File: src/rtl/cla_pipe_adder.sv
// cla_pipe_adder: pipelined multi-nibble adder built from 4-bit carry-lookahead
// slices. Nibble 0 is resolved combinationally on the inputs and captured in
// bank 1; every later stage k resolves nibble k from its registered operands
// and registered carry, so a result emerges from bank NIBBLES after NIBBLES
// edges. A single advance signal moves or freezes the whole pipeline, which
// keeps ordering trivially intact and gives full-rate accept/retire.
module cla_pipe_adder #(
  parameter int NIBBLES = 4,
  localparam int W = 4 * NIBBLES
) (
  input  logic         clk,
  input  logic         rst,
  input  logic         in_valid,
  output logic         in_ready,
  input  logic [W-1:0] a,
  input  logic [W-1:0] b,
  input  logic         cin,
  output logic         out_valid,
  input  logic         out_ready,
  output logic [W-1:0] sum,
  output logic         cout,
  output logic         overflow
);

  // 4-bit carry-lookahead slice. Result layout: {c4, s[3:0]}.
  function automatic logic [4:0] cla4(input logic [3:0] x,
                                      input logic [3:0] y,
                                      input logic       ci);
    logic [3:0] g;
    logic [3:0] p;
    logic       c1;
    logic       c2;
    logic       c3;
    logic       c4;
    g  = x & y;
    p  = x ^ y;
    c1 = g[0] | (p[0] & ci);
    c2 = g[1] | (p[1] & g[0]) | (p[1] & p[0] & ci);
    c3 = g[2] | (p[2] & g[1]) | (p[2] & p[1] & g[0]) | (p[2] & p[1] & p[0] & ci);
    c4 = g[3] | (p[3] & g[2]) | (p[3] & p[2] & g[1]) | (p[3] & p[2] & p[1] & g[0])
       | (p[3] & p[2] & p[1] & p[0] & ci);
    return {c4, p ^ {c3, c2, c1, ci}};
  endfunction

  // Signed overflow of a slice holding the MSB: carry into bit 3 XOR carry out.
  // The carry into bit 3 is recovered as s3 ^ x3 ^ y3, so the slice function
  // does not need a separate output for it.
  function automatic logic slice_ovf(input logic [3:0] x,
                                     input logic [3:0] y,
                                     input logic [4:0] res);
    return res[4] ^ (res[3] ^ x[3] ^ y[3]);
  endfunction

  // Pipeline banks 1..NIBBLES; bank NIBBLES drives the outputs directly.
  logic         stg_valid [1:NIBBLES];
  logic [W-1:0] stg_sum   [1:NIBBLES];
  logic         stg_carry [1:NIBBLES];
  // Operands only need to travel to the stage that consumes their top nibble.
  logic [W-1:0] stg_a     [1:NIBBLES-1];
  logic [W-1:0] stg_b     [1:NIBBLES-1];
  logic         ovf_reg;

  logic         adv;
  logic [4:0]   s0_res;
  logic [4:0]   res       [1:NIBBLES-1];
  logic [W-1:0] nxt_sum   [1:NIBBLES-1];
  logic         last_ovf;

  // The pipeline moves whenever the output slot is empty or being consumed.
  assign adv      = !out_valid || out_ready;
  assign in_ready = adv;

  assign out_valid = stg_valid[NIBBLES];
  assign sum       = stg_sum[NIBBLES];
  assign cout      = stg_carry[NIBBLES];
  assign overflow  = ovf_reg;

  // Stage 0: lowest nibble straight from the input operands.
  always_comb begin
    s0_res = cla4(a[3:0], b[3:0], cin);
  end

  // Stages 1..NIBBLES-1: resolve nibble k and splice it into the partial sum.
  always_comb begin
    for (int k = 1; k < NIBBLES; k++) begin
      res[k]                 = cla4(stg_a[k][4*k +: 4], stg_b[k][4*k +: 4], stg_carry[k]);
      nxt_sum[k]             = stg_sum[k];
      nxt_sum[k][4*k +: 4]   = res[k][3:0];
    end
    last_ovf = slice_ovf(stg_a[NIBBLES-1][W-1 -: 4], stg_b[NIBBLES-1][W-1 -: 4],
                         res[NIBBLES-1]);
  end

  // Pipeline registers: valid bits shift on every advance, data of a slot only
  // loads when the slot feeding it is valid, so bubbles leave old data intact.
  always_ff @(posedge clk) begin
    if (rst) begin
      for (int k = 1; k <= NIBBLES; k++) begin
        stg_valid[k] <= 1'b0;
        stg_sum[k]   <= {W{1'b0}};
        stg_carry[k] <= 1'b0;
      end
      for (int k = 1; k < NIBBLES; k++) begin
        stg_a[k] <= {W{1'b0}};
        stg_b[k] <= {W{1'b0}};
      end
      ovf_reg <= 1'b0;
    end else if (adv) begin
      stg_valid[1] <= in_valid;
      if (in_valid) begin
        stg_sum[1]   <= {{(W-4){1'b0}}, s0_res[3:0]};
        stg_carry[1] <= s0_res[4];
        stg_a[1]     <= a;
        stg_b[1]     <= b;
      end
      for (int k = 1; k < NIBBLES; k++) begin
        stg_valid[k+1] <= stg_valid[k];
        if (stg_valid[k]) begin
          stg_sum[k+1]   <= nxt_sum[k];
          stg_carry[k+1] <= res[k][4];
        end
      end
      for (int k = 1; k < NIBBLES - 1; k++) begin
        if (stg_valid[k]) begin
          stg_a[k+1] <= stg_a[k];
          stg_b[k+1] <= stg_b[k];
        end
      end
      if (stg_valid[NIBBLES-1]) begin
        ovf_reg <= last_ovf;
      end
    end
  end

endmodule

File: config.mk
export PLATFORM = sky130hd
export DESIGN_NAME = cla_pipe_adder
export DESIGN_NICKNAME = d
export VERILOG_FILES = /design/src/rtl/cla_pipe_adder.sv
export SDC_FILE = /design/constraint.sdc
export NUM_CORES = 1
export LEC_CHECK = 0
export ABC_AREA = 1
export CAP_MARGIN = 20
export CORE_MARGIN = 2
export CORE_UTILIZATION = 50
export CTS_BUF_LIST = sky130_fd_sc_hd__clkbuf_4 sky130_fd_sc_hd__clkbuf_8 sky130_fd_sc_hd__clkbuf_16
export CTS_CLUSTER_DIAMETER = 50
export DETAILED_ROUTE_END_ITERATION = 16
export PLACE_DENSITY = 0.8
export SLEW_MARGIN = 20
export SYNTH_ARGS = -nofsm -noshare
export SYNTH_HDL_FRONTEND = slang
export SYNTH_SLANG_ARGS = --single-unit
export TNS_END_PERCENT = 5
File: constraint.sdc
create_clock -name clk -period 5.9 [get_ports clk]
set_input_delay 1.18 -clock clk [delete_from_list [all_inputs] [get_ports clk]]
set_output_delay 1.18 -clock clk [all_outputs]
set_load 0.01 [all_outputs]
======== Yosys cells after proc, flatten, opt, wreduce, memory -nomap -nowiden ========
Memory sizes are Yosys's and may differ from the RTL's.
Index checks and enable logic that the tools add are counted.
word-level totals
  register bits ........................... 1
  word-level logic and storage cells ...... 185
  RAM bits ................................ 168
  input port bits ......................... 37
  output and inout port bits .............. 20
  memories kept ........................... 5
memory list
  memory     words  bits a word  read ports  clocked after memory_dff  wr ports  line  RTL
  stg_sum    4      16           4           0                         4         56    logic [W-1:0] stg_sum [1:NIBBLES];
  stg_a      3      16           3           0                         3         59    logic [W-1:0] stg_a [1:NIBBLES-1];
  stg_b      3      16           3           0                         3         60    logic [W-1:0] stg_b [1:NIBBLES-1];
  stg_carry  4      1            4           0                         4         57    logic stg_carry [1:NIBBLES];
  stg_valid  4      1            4           0                         4         55    logic stg_valid [1:NIBBLES];
cells by class
  bitwise gates (word level) .............. 137
  reduce and logical (&&, ||, !) cells .... 3
  muxes and demuxes ....................... 39
operators with widths
  operator             number
  16-bit two-way mux   10
  1-bit AND            64
  1-bit OR             58
  4-bit XOR            8
  1-bit two-way mux    29
  4-bit AND            4
  1-bit XOR            3
  2-bit AND reduction  1
  1-bit logical NOT    1
  1-bit logical OR     1

======== Logic depth before layout (Yosys ltp) ========
Gate-level depths: netlist of the first run.
  depth after elaboration ................. 9
  gate-level depth with buffers ........... 10
  mapped depth without buffers ............ 10

======== Worst setup path before layout of the first run ========
No wires, ideal clock.
  path kind ............................... input port to flip-flop
  start point ............................. input port in_valid
  end point ............................... register, netlist name stg_a[0][20]
  setup slack ............................. 2111 ps
  buffers on the path ..................... 0
  cell stages on the path ................. 2
  arrival time ............................ 3334 ps
  library setup time ...................... 455 ps
  path through ............................ inv_1 o21ai_0
RTL lines
  item                line  RTL
  start: declaration  13    input logic in_valid,

======== Worst setup path in the final report of the first run ========
  start point ............................. input port out_ready
  end point ............................... output port in_ready
on the way
  cells in the longest elaborated chain, start to end .. 1
RTL lines
  item                line  RTL
  start: declaration  19    input logic out_ready,
  1-bit logical OR    70    assign adv = !out_valid || out_ready;
  end: declaration    14    output logic in_ready,
No other way between the ends.

==> results of run 1 <==
==> placed cells by master, fill, tap and decap left out, types with 5 or more instances in the layout <==
| cell | Yosys | routed |
|---|---|---|
| ha_1 | 16 | 16 |
| clkbuf_8 | 0 | 9 |
| clkdlybuf4s50_1 | 0 | 56 |
| edfxtp_1 | 96 | 96 |
| nor2_2 | 21 | 21 |
| o21ai_0 | 10 | 7 |
| nand2_1 | 17 | 17 |
| a21oi_1 | 8 | 8 |
| nor2_4 | 5 | 5 |
| inv_1 | 101 | 101 |
| nand3_1 | 12 | 12 |
| nor2_1 | 74 | 74 |
==> power by group <==
part / internal, mW / switching, mW / total (mW)
Sequential: 0.808 / 0.0142 / 0.822
Clock: 0.154 / 0.206 / 0.360
Combinational: 0.0699 / 0.0882 / 0.158
==> registers in the layout, indices dropped and copies added (netlist names) <==
register   count
stg_sum       40
stg_a         24
stg_b         24
stg_carry      4
stg_valid      4
overflow       1
==> cell type report <==
type / count / area, um2 / share of cell area
clock inverter: 5 / 33.8 / 0.00638
sequential: 97 / 2900 / 0.548
clock buffer: 10 / 131 / 0.0248
tap: 108 / 135 / 0.0255
timing repair buffer: 58 / 576 / 0.109
multi-input combinational: 184 / 1110 / 0.211
inverter: 105 / 402 / 0.0759
==> through the flow <==
| step | power, mW | hold slack (ps) | instance area [um2] | setup slack, ps |
|---|---|---|---|---|
| 4_1_cts | 1.35 | 524 | 5290 | 2280 |
| 3_5_place_dp | 0.998 | 512 | 5120 | 2290 |
| 6_report | 1.34 | 520 | 5300 | 2270 |
| 5_1_grt | 1.40 | 566 | 5300 | 2210 |
| 2_1_floorplan | 0.938 | 519 | 4470 | 2110 |
| 3_3_place_gp | 0.988 | 511 | 5120 | 2310 |
==> worst max-delay path, delay by kind of cell <==
family | cells | cell delay [ps]
buffers and inverters | 3 | 1000
AND/OR/NAND/NOR | 1 | 280
==> cell families (layout without fill, tap and decap cells) <==
group,count (synthesis),after routing,synth area share
simple gates,137,137,0.145
buf+inv,111,178,0.104
flops,97,97,0.650
compound gates,22,22,0.0289
fa+ha+maj,20,20,0.0628
xor+xnor,5,5,0.00981
==> metal layers <==
metal,share of wire,global-route usage
met2,0.49,0.228
met4,0.019,0.0537
met1,0.43,0.150
met3,0.060,0.0397
met5,0,0
==> path summary, 6_finish.rpt <==
check                                     start           end  slack (ps)  cells after the start
worst max-delay path                  out_ready      in_ready        2270                      4
worst min register to register         overflow      overflow         520                      2
worst max register to register  stg_valid[0][4]  stg_b[0][63]        4160                      4
worst min-delay path                   overflow      overflow         520                      2
==> impl_metrics.tcl, run 1 <==
set metrics [dict create \
    outcome "finished, final reports clean" \
    synth_area_leaders "edfxtp_1 65%, inv_1 8.5%, nor2_1 6.2%, ha_1 4.5%, nor2_2 2.9%" \
    synth-edff-count 96 \
    leakage_nw 2.24 \
    ys.flop_type "edfxtp_1" \
    max_slew_margin 0.507 \
    cts_buffer_depth 2 \
    drive_gt1_frac 0.120 \
    first_pass_iters 4 \
    clk_pin_slew_worst_paths_ps 80 \
    syn_nets 449 \
    grt_overflow 0 \
    drv_cap 0 \
    n_antenna_cell 0 \
    fmax_mhz 275 \
    ys_seq_elements 97 \
    crit_slowest_cell "clkdlybuf4s50_1" \
    grt.total_usage 0.130 \
    nets 512 \
    numCtsBuffers 9 \
    tightest_slew_ps 737 \
    post_cts_buffers 0 \
    cp-end-kind "output port" \
    crit_path_max_fanout 7 \
    syn-cell-area_um2 4470 \
    cpPeakStageDelay_ps 480 \
    initial_utilization 0.515 \
    die_w_um 98.5 \
    dp_hpwl_mm 4.41 \
    cts_sinks 97 \
    core_um2 8680 \
    pin_count 57 \
    cts_tree "built" \
    final_util 0.610 \
    ctsHoldBuffers 0 \
    yosys_warnings 0 \
    fin_crit_sh 0.615 \
    ir_drop_v 0.000114 \
    rows 34 \
    hold_viol 0 \
    die-area_um2 9700 \
    final-max-slew-violation-count 0 \
    hp-class "reg2reg" \
    drt-wirelength-per-cell_um 10.2 \
    io_buffers 56 \
    yosys-top-cells-count "101 x inv_1, 96 x edfxtp_1, 74 x nor2_1" \
    syn_avg_cell_area_um2 11.4 \
    yosysSeqAreaShare 0.650 \
    ctsHtreeMaxLevel 3 \
    grt_pass1_vias 2451 \
    area_delta_synth_final_pct 18.6 \
    skew_ps 7.00 \
    antenna_found_initial 0 \
    post-route-min-period_ps 3630 \
    rsz0062_at_grt "no" \
    routed_wl_mm 5.77 \
    synthArstFlopShare 0 \
    synth_most_common_cell "inv_1" \
    yosys.area.top_type "edfxtp_1" \
    drt-initial-drc-count 68 \
    drtAntennaViolNets 0 \
    synth_cells 392 \
    nFillCells 706 \
    instances_no_fill 567 \
    drc 0 \
    grt_max_degree 30 \
    setup_viol 0 \
    grt_first_pass_wirelength_mm 10.2 \
    yosys.area.top_type_share 0.646 \
    vias 2535 \
    power-per-cell-area_nw_per_um2 253 \
    clock-root-buffer "clkbuf_8" \
    cp_data_required_time_ps 4720 \
    crit_type "in2out" \
    path_cells "clkdlybuf4s50_1 > nor2_4 > inv_1 > clkdlybuf4s50_1" \
    arrival_ps 2450 \
    clock_latency_ps 350 \
    vias_per_cell 4.47 \
    final.setup.tns_ps 0 \
    cts_resized 0 \
    yosysUniqueCellTypes 24 \
    place_congestion 0.793 \
    fp.dieH_um 98.5 \
    dp.cells 552 \
    startpoint_type "input pin" \
    crit_path_frequent_cell "clkdlybuf4s50_1" \
]
Note: power is estimated with default switching activity, not from simulation.
==> run 2: changes to the inputs <==
Settings changed: PLACE_DENSITY 0.8 to 0.83.
Clock period 5.9 ns to 3.15 ns, I/O delays scaled along.
==> impl_metrics.tcl, run 2 (same netlist as run 1, synthesis figures left out) <==
set metrics [dict create \
    grt_overflow 0 \
    multi_input_area_um2 1110 \
    nets 513 \
    post_cts_buffers 0 \
    reg.largest.list "stg_sum (40), stg_a (24), stg_b (24)" \
    arrival_ps 1900 \
    power_switching_uw 596 \
    io_buffers 56 \
    drt-initial-drc-count 107 \
    core_um2 8680 \
    fp.dieH_um 98.5 \
    clock-root-buffer "clkbuf_8" \
    grt_pass1_vias 2463 \
    stdcell_area_um2 5300 \
    hp-class "reg2reg" \
    die-area_um2 9700 \
    fin_crit_sh 0.802 \
    cp-end-kind "output port" \
    cts_tree "built" \
    startpoint_type "input pin" \
    vias_per_cell 4.57 \
    ctsHtreeMaxLevel 3 \
    cts_buffer_depth 2 \
    drv_cap 0 \
    drtAntennaViolNets 0 \
    routed_wl_mm 6.11 \
    initial_utilization 0.515 \
    netSwitchingFraction 0.235 \
    first_pass_iters 4 \
    cts_resized 0 \
    final-max-slew-violation-count 0 \
    numCtsBuffers 9 \
    hold_viol 0 \
    fmax_mhz 396 \
    intPower_mw 1.93 \
    seqCellArea_um2 2900 \
    setup_viol 0 \
    pin_count 57 \
    area_delta_synth_final_pct 18.6 \
    antenna_found_initial 0 \
    dp_hpwl_mm 4.53 \
    p_seq_frac 0.609 \
    crit_path_max_fanout 7 \
    tightest_slew_ps 629 \
    dp.cells 553 \
    leakage_nw 2.25 \
    max_slew_margin 0.580 \
    drt-wirelength-per-cell_um 10.7 \
    final.setup.tns_ps 0 \
    crit_type "in2out" \
    ir_drop_v 0.000197 \
    ctsHoldBuffers 0 \
    p_total_mw 2.53 \
    grt.total_usage 0.139 \
    drive_gt1_frac 0.121 \
    power_frac_comb 0.118 \
    grt_first_pass_wirelength_mm 10.7 \
    max_flop_register "stg_sum" \
    n_antenna_cell 0 \
    clockPowerShare 0.273 \
    outcome "finished, final reports clean" \
    final_cell_mix "101 x inv_1, 96 x edfxtp_1, 74 x nor2_1, 56 x clkdlybuf4s50_1, 21 x nor2_2" \
    clock_latency_ps 360 \
    post-route-min-period_ps 2530 \
    vias 2599 \
    rows 34 \
    skew_ps 11.6 \
    dpl_cell_area_um2 5130 \
    drc 0 \
    power-per-cell-area_nw_per_um2 478 \
    grt_max_degree 30 \
    clk_pin_slew_worst_paths_ps 80 \
    place_congestion 0.813 \
    cp_data_required_time_ps 2520 \
    rsz0062_at_grt "no" \
    instances_no_fill 569 \
    nFillCells 692 \
    die_w_um 98.5 \
    largest_reg_flops 40 \
    final_common_cell "inv_1" \
    cts_sinks 97 \
]
## run 2: metal layers
metal	GRT usage	share of wire	up-vias
li1	-	-	1356
met1	0.161	0.41	1157
met2	0.238	0.50	72
met3	0.0362	0.058	14
met4	0.0727	0.026	0
met5	0	0	-
## run 2: layout make-up
type / instances / area share
clock buffers: 10 / 0.0248
well taps: 108 / 0.0255
repair buffers: 59 / 0.110
flip-flops and latches: 97 / 0.548
multi-input cells: 184 / 0.209
inverters: 105 / 0.0758
clock inverters: 6 / 0.00661
## run 2: power by group through the flow
stage	combinational, mW	clock [mW]	sequential [mW]
after detailed placement	0.300	0	1.57
final	0.300	0.690	1.54
after global placement	0.286	0	1.57
after global routing	0.338	0.748	1.55
after floorplan	0.182	0	1.57
after CTS	0.302	0.704	1.54
## run 2: per-stage QoR
stage | utilization | hold WS [ps] | worst slack (ps)
3_5_place_dp | 0.591 | 496 | 625
6_report | 0.610 | 507 | 624
4_1_cts | 0.610 | 509 | 618
3_3_place_gp | 0.591 | 515 | 663
5_1_grt | 0.610 | 566 | 581
2_1_floorplan | - | 519 | 226
## run 2: final timing paths
path	slack, ps	depth (start not counted)	end	start
min reg2reg	510	2	overflow	overflow
min	510	2	overflow	overflow
max reg2reg	1490	8	stg_carry[0][2]	stg_b[0][21]
max	620	4	in_ready	out_ready
## run 2: critical path, stage by stage
cell and delay (ps):
clkdlybuf4s50_1 440, nor2_4 280, inv_1 70, clkdlybuf4s50_1 480
